===== config.mk =====
export PLATFORM = sky130hd
export DESIGN_NAME = fft_window_stream
export DESIGN_NICKNAME = d
export VERILOG_FILES = /design/src/rtl/fft_window_stream.sv
export SDC_FILE = /design/constraint.sdc
export NUM_CORES = 2
export LEC_CHECK = 0
export ABC_AREA = 1
export BUFFER_PORTS_ARGS = -buffer_cell sky130_fd_sc_hd__buf_4
export CAP_MARGIN = 0
export CORE_ASPECT_RATIO = 2
export CORE_MARGIN = 4
export CORE_UTILIZATION = 60
export DETAILED_ROUTE_END_ITERATION = 10
export PLACE_DENSITY = 0.8
export SETUP_SLACK_MARGIN = 0.02
export SYNTH_ARGS = -nofsm -noshare
export SYNTH_HDL_FRONTEND = slang
export SYNTH_SLANG_ARGS = --single-unit

===== constraint.sdc =====
create_clock -name clk -period 11.84 [get_ports clk]
set_clock_uncertainty 0.2 [all_clocks]
set_input_delay 0.592 -clock clk [delete_from_list [all_inputs] [get_ports clk]]
set_output_delay 0.592 -clock clk [all_outputs]
set_load 0.05 [all_outputs]

===== src/rtl/fft_window_stream.sv =====
// Window stage in front of the FFT core: each complex beat of point k is scaled by w[k].
// Two-stage AXI-Stream pipeline (multiply, round/saturate) with framing-error detection and bypass.
module fft_window_stream #(
    parameter int NFFT       = 3,
    parameter int COEF_WIDTH = 16
) (
    input  logic                  clk,
    input  logic                  resetn,
    input  logic                  bypass,
    input  logic [NFFT-1:0]       coefWAddr,
    input  logic [COEF_WIDTH-1:0] coefWData,
    input  logic                  coefWEn,
    input  logic                  errClr,
    output logic                  s_axis_tready,
    input  logic                  s_axis_tvalid,
    input  logic                  s_axis_tlast,
    input  logic [63:0]           s_axis_tdata,
    input  logic                  m_axis_tready,
    output logic                  m_axis_tvalid,
    output logic                  m_axis_tlast,
    output logic [63:0]           m_axis_tdata,
    output logic                  frameErr,
    output logic                  busy
);
    localparam int N  = 2 ** NFFT;
    localparam int PW = 32 + COEF_WIDTH + 1;
    localparam int RW = PW - COEF_WIDTH + 1;
    localparam logic [COEF_WIDTH-1:0] COEF_ONE = {1'b1, {(COEF_WIDTH-1){1'b0}}};
    localparam logic [NFFT-1:0]       IDX_LAST = NFFT'(N - 1);
    localparam logic [PW-1:0]         RND_HALF = PW'(1) << (COEF_WIDTH - 2);

    typedef struct packed {
        logic          valid;
        logic          last;
        logic [PW-1:0] p_re;
        logic [PW-1:0] p_im;
    } s1_t;

    typedef struct packed {
        logic        valid;
        logic        last;
        logic [63:0] data;
    } s2_t;

    // Low PW bits of the product are exact two's complement for signed data times unsigned coef.
    function automatic logic [PW-1:0] mul(input logic [31:0] d, input logic [COEF_WIDTH-1:0] c);
        mul = PW'($signed(d)) * PW'({1'b0, c});
    endfunction

    function automatic logic [31:0] round_sat(input logic [PW-1:0] p);
        logic [PW-1:0] sum;
        logic [RW-1:0] r;
        sum = p + RND_HALF;
        r   = sum[PW-1:COEF_WIDTH-1];
        if (!r[RW-1] && (r[RW-2:31] != '0))
            round_sat = 32'h7FFF_FFFF;
        else if (r[RW-1] && (r[RW-2:31] != '1))
            round_sat = 32'h8000_0000;
        else
            round_sat = r[31:0];
    endfunction

    logic                  ready_q, ready_d;
    logic [NFFT-1:0]       idx_q, idx_d;
    logic                  frame_err_q, frame_err_d;
    logic [COEF_WIDTH-1:0] w_q [N];
    logic [COEF_WIDTH-1:0] w_d [N];
    s1_t                   s1_q, s1_d;
    s2_t                   s2_q, s2_d;

    logic                  en;
    logic                  accept;
    logic                  idx_last;
    logic [COEF_WIDTH-1:0] coef;

    always_comb begin
        // NOTE: every signal gets a default before any branch, so no path can infer a latch.
        ready_d       = 1'b1;
        en            = !s2_q.valid || m_axis_tready;
        s_axis_tready = ready_q && en;
        accept        = s_axis_tvalid && s_axis_tready;
        idx_last      = (idx_q == IDX_LAST);
        // Read of w_q sees the pre-write value, so a same-cycle write is used from the next beat.
        coef          = bypass ? COEF_ONE : w_q[idx_q];

        w_d = w_q;
        if (coefWEn)
            w_d[coefWAddr] = coefWData;

        idx_d = idx_q;
        if (accept)
            idx_d = (s_axis_tlast || idx_last) ? '0 : idx_q + 1'b1;

        frame_err_d = frame_err_q;
        if (errClr)
            frame_err_d = 1'b0;
        if (accept && (s_axis_tlast != idx_last))
            frame_err_d = 1'b1;

        s1_d = s1_q;
        s2_d = s2_q;
        if (en) begin
            s1_d.valid = accept;
            s1_d.last  = s_axis_tlast;
            s1_d.p_re  = mul(s_axis_tdata[31:0], coef);
            s1_d.p_im  = mul(s_axis_tdata[63:32], coef);
            s2_d.valid = s1_q.valid;
            s2_d.last  = s1_q.last;
            s2_d.data  = {round_sat(s1_q.p_im), round_sat(s1_q.p_re)};
        end
    end

    // NOTE: sequential state uses non-blocking assignments so all flops update from pre-edge values.
    always_ff @(posedge clk or negedge resetn) begin
        if (!resetn) begin
            ready_q     <= 1'b0;
            idx_q       <= '0;
            frame_err_q <= 1'b0;
            s1_q        <= '0;
            s2_q        <= '0;
            // NOTE: the coefficient array is a register file that must come up at 1.0, so it is reset.
            for (int k = 0; k < N; k++)
                w_q[k] <= COEF_ONE;
        end else begin
            ready_q     <= ready_d;
            idx_q       <= idx_d;
            frame_err_q <= frame_err_d;
            s1_q        <= s1_d;
            s2_q        <= s2_d;
            w_q         <= w_d;
        end
    end

    assign m_axis_tvalid = s2_q.valid;
    assign m_axis_tlast  = s2_q.last;
    assign m_axis_tdata  = s2_q.data;
    assign frameErr      = frame_err_q;
    assign busy          = s1_q.valid || s2_q.valid || (idx_q != '0);

endmodule

---- After elaboration in Yosys (flattened, before gate mapping) ----
Cells that the tools add are included.
operators by class
  equal/unequal tests ..................... 4
  magnitude comparators ................... 3
  bitwise operators ....................... 2
  reductions and logical operators ........ 19
  mux-type cells .......................... 14
  add/sub/neg operators ................... 3
  multipliers ............................. 2
operator list
  kind                      number
  $bwmux W128               1
  $mux W32                  4
  $add A49 B15 Y49 const B  2
  $mul A32 B17 Y49          2
  $mux W16                  4
  $bmux W16 S3              1
  $demux W16 S3             1
  $ge A4 B4 Y1 const B      2
  $logic_and A1 B1 Y1       8
  $not A3 Y4                2
  $reduce_bool A2 Y1        3
  $logic_or A1 B1 Y1        4
  $lt A4 B1 Y1 const B      1
  $ne A2 B2 Y1 const B      2
  $add A3 B1 Y3 const B     1
  $eq A3 B3 Y1 const B      1
  $logic_not A1 Y1          3
  $mux W3                   1
  $reduce_bool A3 Y1        1
  $mux W1                   2
  $ne A1 B1 Y1              1
storage, ports and cells
  output and inout bits ................... 69
  bits in registers ....................... 299
  input bits .............................. 91
  word-level logic and storage cells ...... 65

---- Depth between registers and ports, before layout ----
  depth after elaboration ................. 6
  gate-level depth with buffers ........... 34
  gate-level depth less buffers ........... 31

---- Least setup slack after synthesis ----
OpenSTA, ideal clock, no wires.
  kind .................................... flip-flop to flip-flop
  start ................................... reg idx_q[0]
  end ..................................... reg s1_q[94] (netlist bit)
  slack ................................... 5.281 ns
  clock period less this slack ............ 6.559 ns
  path buffers ............................ 4
  cell stages (with the launch flop) ...... 30
  arrival time ............................ 6.241 ns
  required time ........................... 11.522 ns
  setup time .............................. 0.118 ns
  path through ............................ dfrtp_1 > buf_4 > buf_4 > o21ai_0 > o221ai_1 > nand3_1 > inv_2 > buf_2 > buf_4 > nand2_1 > fa_1 > fa_1 > inv_1 > fa_1 > fa_1 > fa_1 > inv_1 > fa_1 > inv_1 > ha_1 > nand2_1 > nor2_1 > nor3b_1 > nand2_1 > nor2_1 > nand2_1 > nand3_1 > nand2_1 > nand3_1 > nand2_1
on the way
  longest elaborated chain between the ends .. 6
RTL lines
  item                                          RTL line  text
  start, declared                               64        logic [NFFT-1:0] idx_q, idx_d;
  start signal, assigned                        126       idx_q <= idx_d;
  $not A3 Y4 (not written as such)              84        coef = bypass ? COEF_ONE : w_q[idx_q];
  $bmux W16 S3                                  84
  $mux W16 (not written as such) (2 in series)  84
  $mux W16                                      84
  $mul A32 B17 Y49                              47        mul = PW'($signed(d)) * PW'({1'b0, c});
  end signal, assigned                          119       s1_q <= '0;
  end signal, assigned                          128       s1_q <= s1_d;
  end, declared                                 68        s1_t s1_q, s1_d;
Every way passes these cells. The select of a mux whose other input is x is not followed.
A chain may end at the register's enable or synchronous reset.

---- Worst setup path in the final report ----
  start ................................... reg idx_q[0]
  end ..................................... reg s1_q[45] (netlist bit)
The elaborated chain is that of the path after synthesis.

==> run metrics <==
async set or reset register ratio after synthesis=between 90% and 100%; headroom to the max-slew limit=about 15%; initial core utilization=between 60 and 70%; count of distinct cell types in the synthesized netlist=a little under 50; setup slack of the most critical reg-to-reg path=~1.5 ns; result of the run=completed; Clock Sinks=roughly 270; actual slew at the worst max-slew pin=~1.3 ns; area leader, netlist=sky130_fd_sc_hd__fa_1; critical-path maximum fanout=47; remaining antenna violation count=0; CTS tree=yes; DRC violations left=0; most frequently used flop master after synthesis=sky130_fd_sc_hd__dfrtp_1; Slew Limit Fails=0; clk slew on worst S/H paths=0.07 ns; count of buffers inserted at the top-level ports=around 160; total routing usage reported by global routing=between 40 and 50%; area occupied by multi-input gates=around 0.037 mm2; final number of hold-violating endpoints=0; top cells by area in the synthesized netlist=sky130_fd_sc_hd__fa_1, sky130_fd_sc_hd__dfrtp_1, sky130_fd_sc_hd__nand2_1, sky130_fd_sc_hd__inv_1, sky130_fd_sc_hd__ha_1; overall die width=around 210 um; Crit path largest cell delay=between 1 and 1.5 ns; Ports=160; area of the core=~0.084 mm2; GRT Residual Overflow=0; setup repair after global routing missed its margin=no; root cell of the clock tree=sky130_fd_sc_hd__clkbuf_16; Gates resized, CTS repair=0; number of cells produced by synthesis=6561; number of DRC violations after detailed-routing iteration 0=between 3000 and 4000; clock period minus worst slack=just over 10 ns; adder-cell area share of the yosys netlist=44.3%; global-route wire length before repair=~280000 um; final-stage net count=slightly below 8000; Layout fillers=roughly 7400; Fin Hold WS=0.0754 ns; final worst path period share=~88%; routed wire length=~180000 um; post-synthesis to final-layout area growth=5.55%; H-tree level count=1; endpoints failing setup=0; post-synthesis mux area share=0%; deepest clock path buffer count=3; Bufs and invs on worst path=6; class of the most critical setup path=reg -> reg; DIE AREA=roughly 0.089 mm2; Worst Setup End Kind=flip-flop; Hold Path Stages=3; combinational family with the most area after synthesis=adder cells; DR pass1 iterations=9; required time of the critical path=between 10 and 15 ns; Hold Path Origin=coefWData[8]; initial antenna violation count=23; number of global-route vias before repair=about 49000; crit-path leading delay family=adder cells; largest net degree at the start of global routing=between 80 and 90; detailed-route via count=44800; placer's final routability congestion estimate=between 1 and 1.5; Reg2Reg Capture Point=s1_q[45]$_DFFE_PN0N_; post-synth top area share=38.5%; synth cell count leaders=sky130_fd_sc_hd__nand2_1, sky130_fd_sc_hd__inv_1, sky130_fd_sc_hd__fa_1; net count after synthesis=around 7900; later-pin clock latency in the skew report=between 0.6 and 0.7 ns; Post-Synth XOR/XNOR Area=between 1 and 1.5%; maximum operating frequency=approximately 0.096 GHz; post-detailed-placement half-perimeter wirelength=~140000 um; Worst setup SP type=flip-flop; number of clock buffers inserted by TritonCTS=27; drt via density=5.84; area of all placed cells without fillers=around 0.053 mm2; fraction of final layout cells with drive strength greater than 1=5.41%; EDFF count, synth=0; number of buffers inserted to repair setup after CTS=0; Die Y=~420 um; number of buffers inserted for hold repair after clock tree synthesis=2; launch point of the worst reg-to-reg path=idx_q[0]$_DFFE_PN0P_; mean cell area of the mapped netlist=7.72 um2; Max Cap Violations=0; top-count cell post-synth=sky130_fd_sc_hd__nand2_1; number of cells traversed by the worst register-to-register path=27; signal arrival time at the worst endpoint=about 11 ns; instance area after placement=0.0524 mm2; summed instance area of the synthesized netlist=0.0506 mm2; area share of and/or/nand/nor cells after synthesis=between 20% and 30%; sequential cell area in the final layout=slightly below 0.007 mm2; type of the most critical hold path=in -> reg; mean routed wirelength per cell=about 24 um; flip-flop and latch count after synthesis=between 200 and 300; Total Neg Setup Slack=0 ns; Compound-Gate Fraction of Synth Area=5.77%; Warnings, synthesis=0; Worst Hold Path EP=w_q[8]$_DFFE_PN0P_; total number of placement rows=150; Critical-path top delay cell=sky130_fd_sc_hd__inv_2; part of the Yosys area used for sequential elements=13.4%; number of gates on the worst path with buffers counted=27
[worst max path at each step]
stage,from,to,slack [ns]
finish,idx_q[0]$_DFFE_PN0P_,s1_q[45]$_DFFE_PN0N_,1.46
global route,idx_q[0]$_DFFE_PN0P_,s1_q[45]$_DFFE_PN0N_,1.27
CTS,idx_q[0]$_DFFE_PN0P_,s1_q[45]$_DFFE_PN0N_,2.70
detailed placement,idx_q[0]$_DFFE_PN0P_,s1_q[45]$_DFFE_PN0N_,2.75
global placement,idx_q[0]$_DFFE_PN0P_,s1_q[45]$_DFFE_PN0N_,2.86
floorplan,idx_q[0]$_DFFE_PN0P_,s1_q[94]$_DFFE_PN0N_,5.28
[placed cells by master (no fill, tap or decap), drive strengths merged, types with 36 or more instances in the layout]
master	count
nand2	1616
inv	1570
fa	974
nor2	765
dfrtp	263
o21ai	258
ha	236
buf	204
a21oi	191
nand3	156
xor2	50
nand4	46
nor3	36
[layer usage]
layer | GRT usage, % | part of all wire, %
met5 | 0 | 0.030
met4 | 39.5 | 13
met3 | 15.3 | 11
met2 | 68.6 | 47
met1 | 41.5 | 29
[flip-flops by register name, summed over array words and instances (netlist names)]
name and flops:
m_axis_tvalid 1, s1_q 72, w_q 128, frameErr 1
ready_q 1, idx_q 3, m_axis_tlast 1, m_axis_tdata 64
[layout make-up]
type / instances / share of cell area [%]
antenna: 22 / 0.103
clock buffer: 34 / 1.37
clock inverter: 16 / 0.417
inverter: 1585 / 11.1
multi-input combinational: 4469 / 68.8
sequential: 271 / 12.7
tap: 1064 / 2.49
timing repair buffer: 206 / 2.99
[worst min-delay path: stages]
cell	delay, ns
sky130_fd_sc_hd__buf_4	0.08
sky130_fd_sc_hd__inv_1	0.09
sky130_fd_sc_hd__a21oi_1	0.14
[cell families after synthesis]
group / after synthesis
AO/OA/AOI/OAI: 511
XOR/XNOR: 82
adder cells (fa/ha/maj): 1210
buffers and inverters: 1821
flip-flops: 271
other: 1
AND/OR/NAND/NOR: 2665
[per-stage QoR]
stage	worst slack, ns	std cells	utilization [%]
final	1.46	7667	63.8
after global routing	1.27	7646	63.8
after CTS	2.70	7645	63.8
after detailed placement	2.75	7593	62.6
after global placement	2.86	7593	62.6
after floorplan	5.28	6561	-
Power is left out: the tool's default activity adds up to more than one toggle a clock period on the data nets, which glitch-free logic cannot reach.
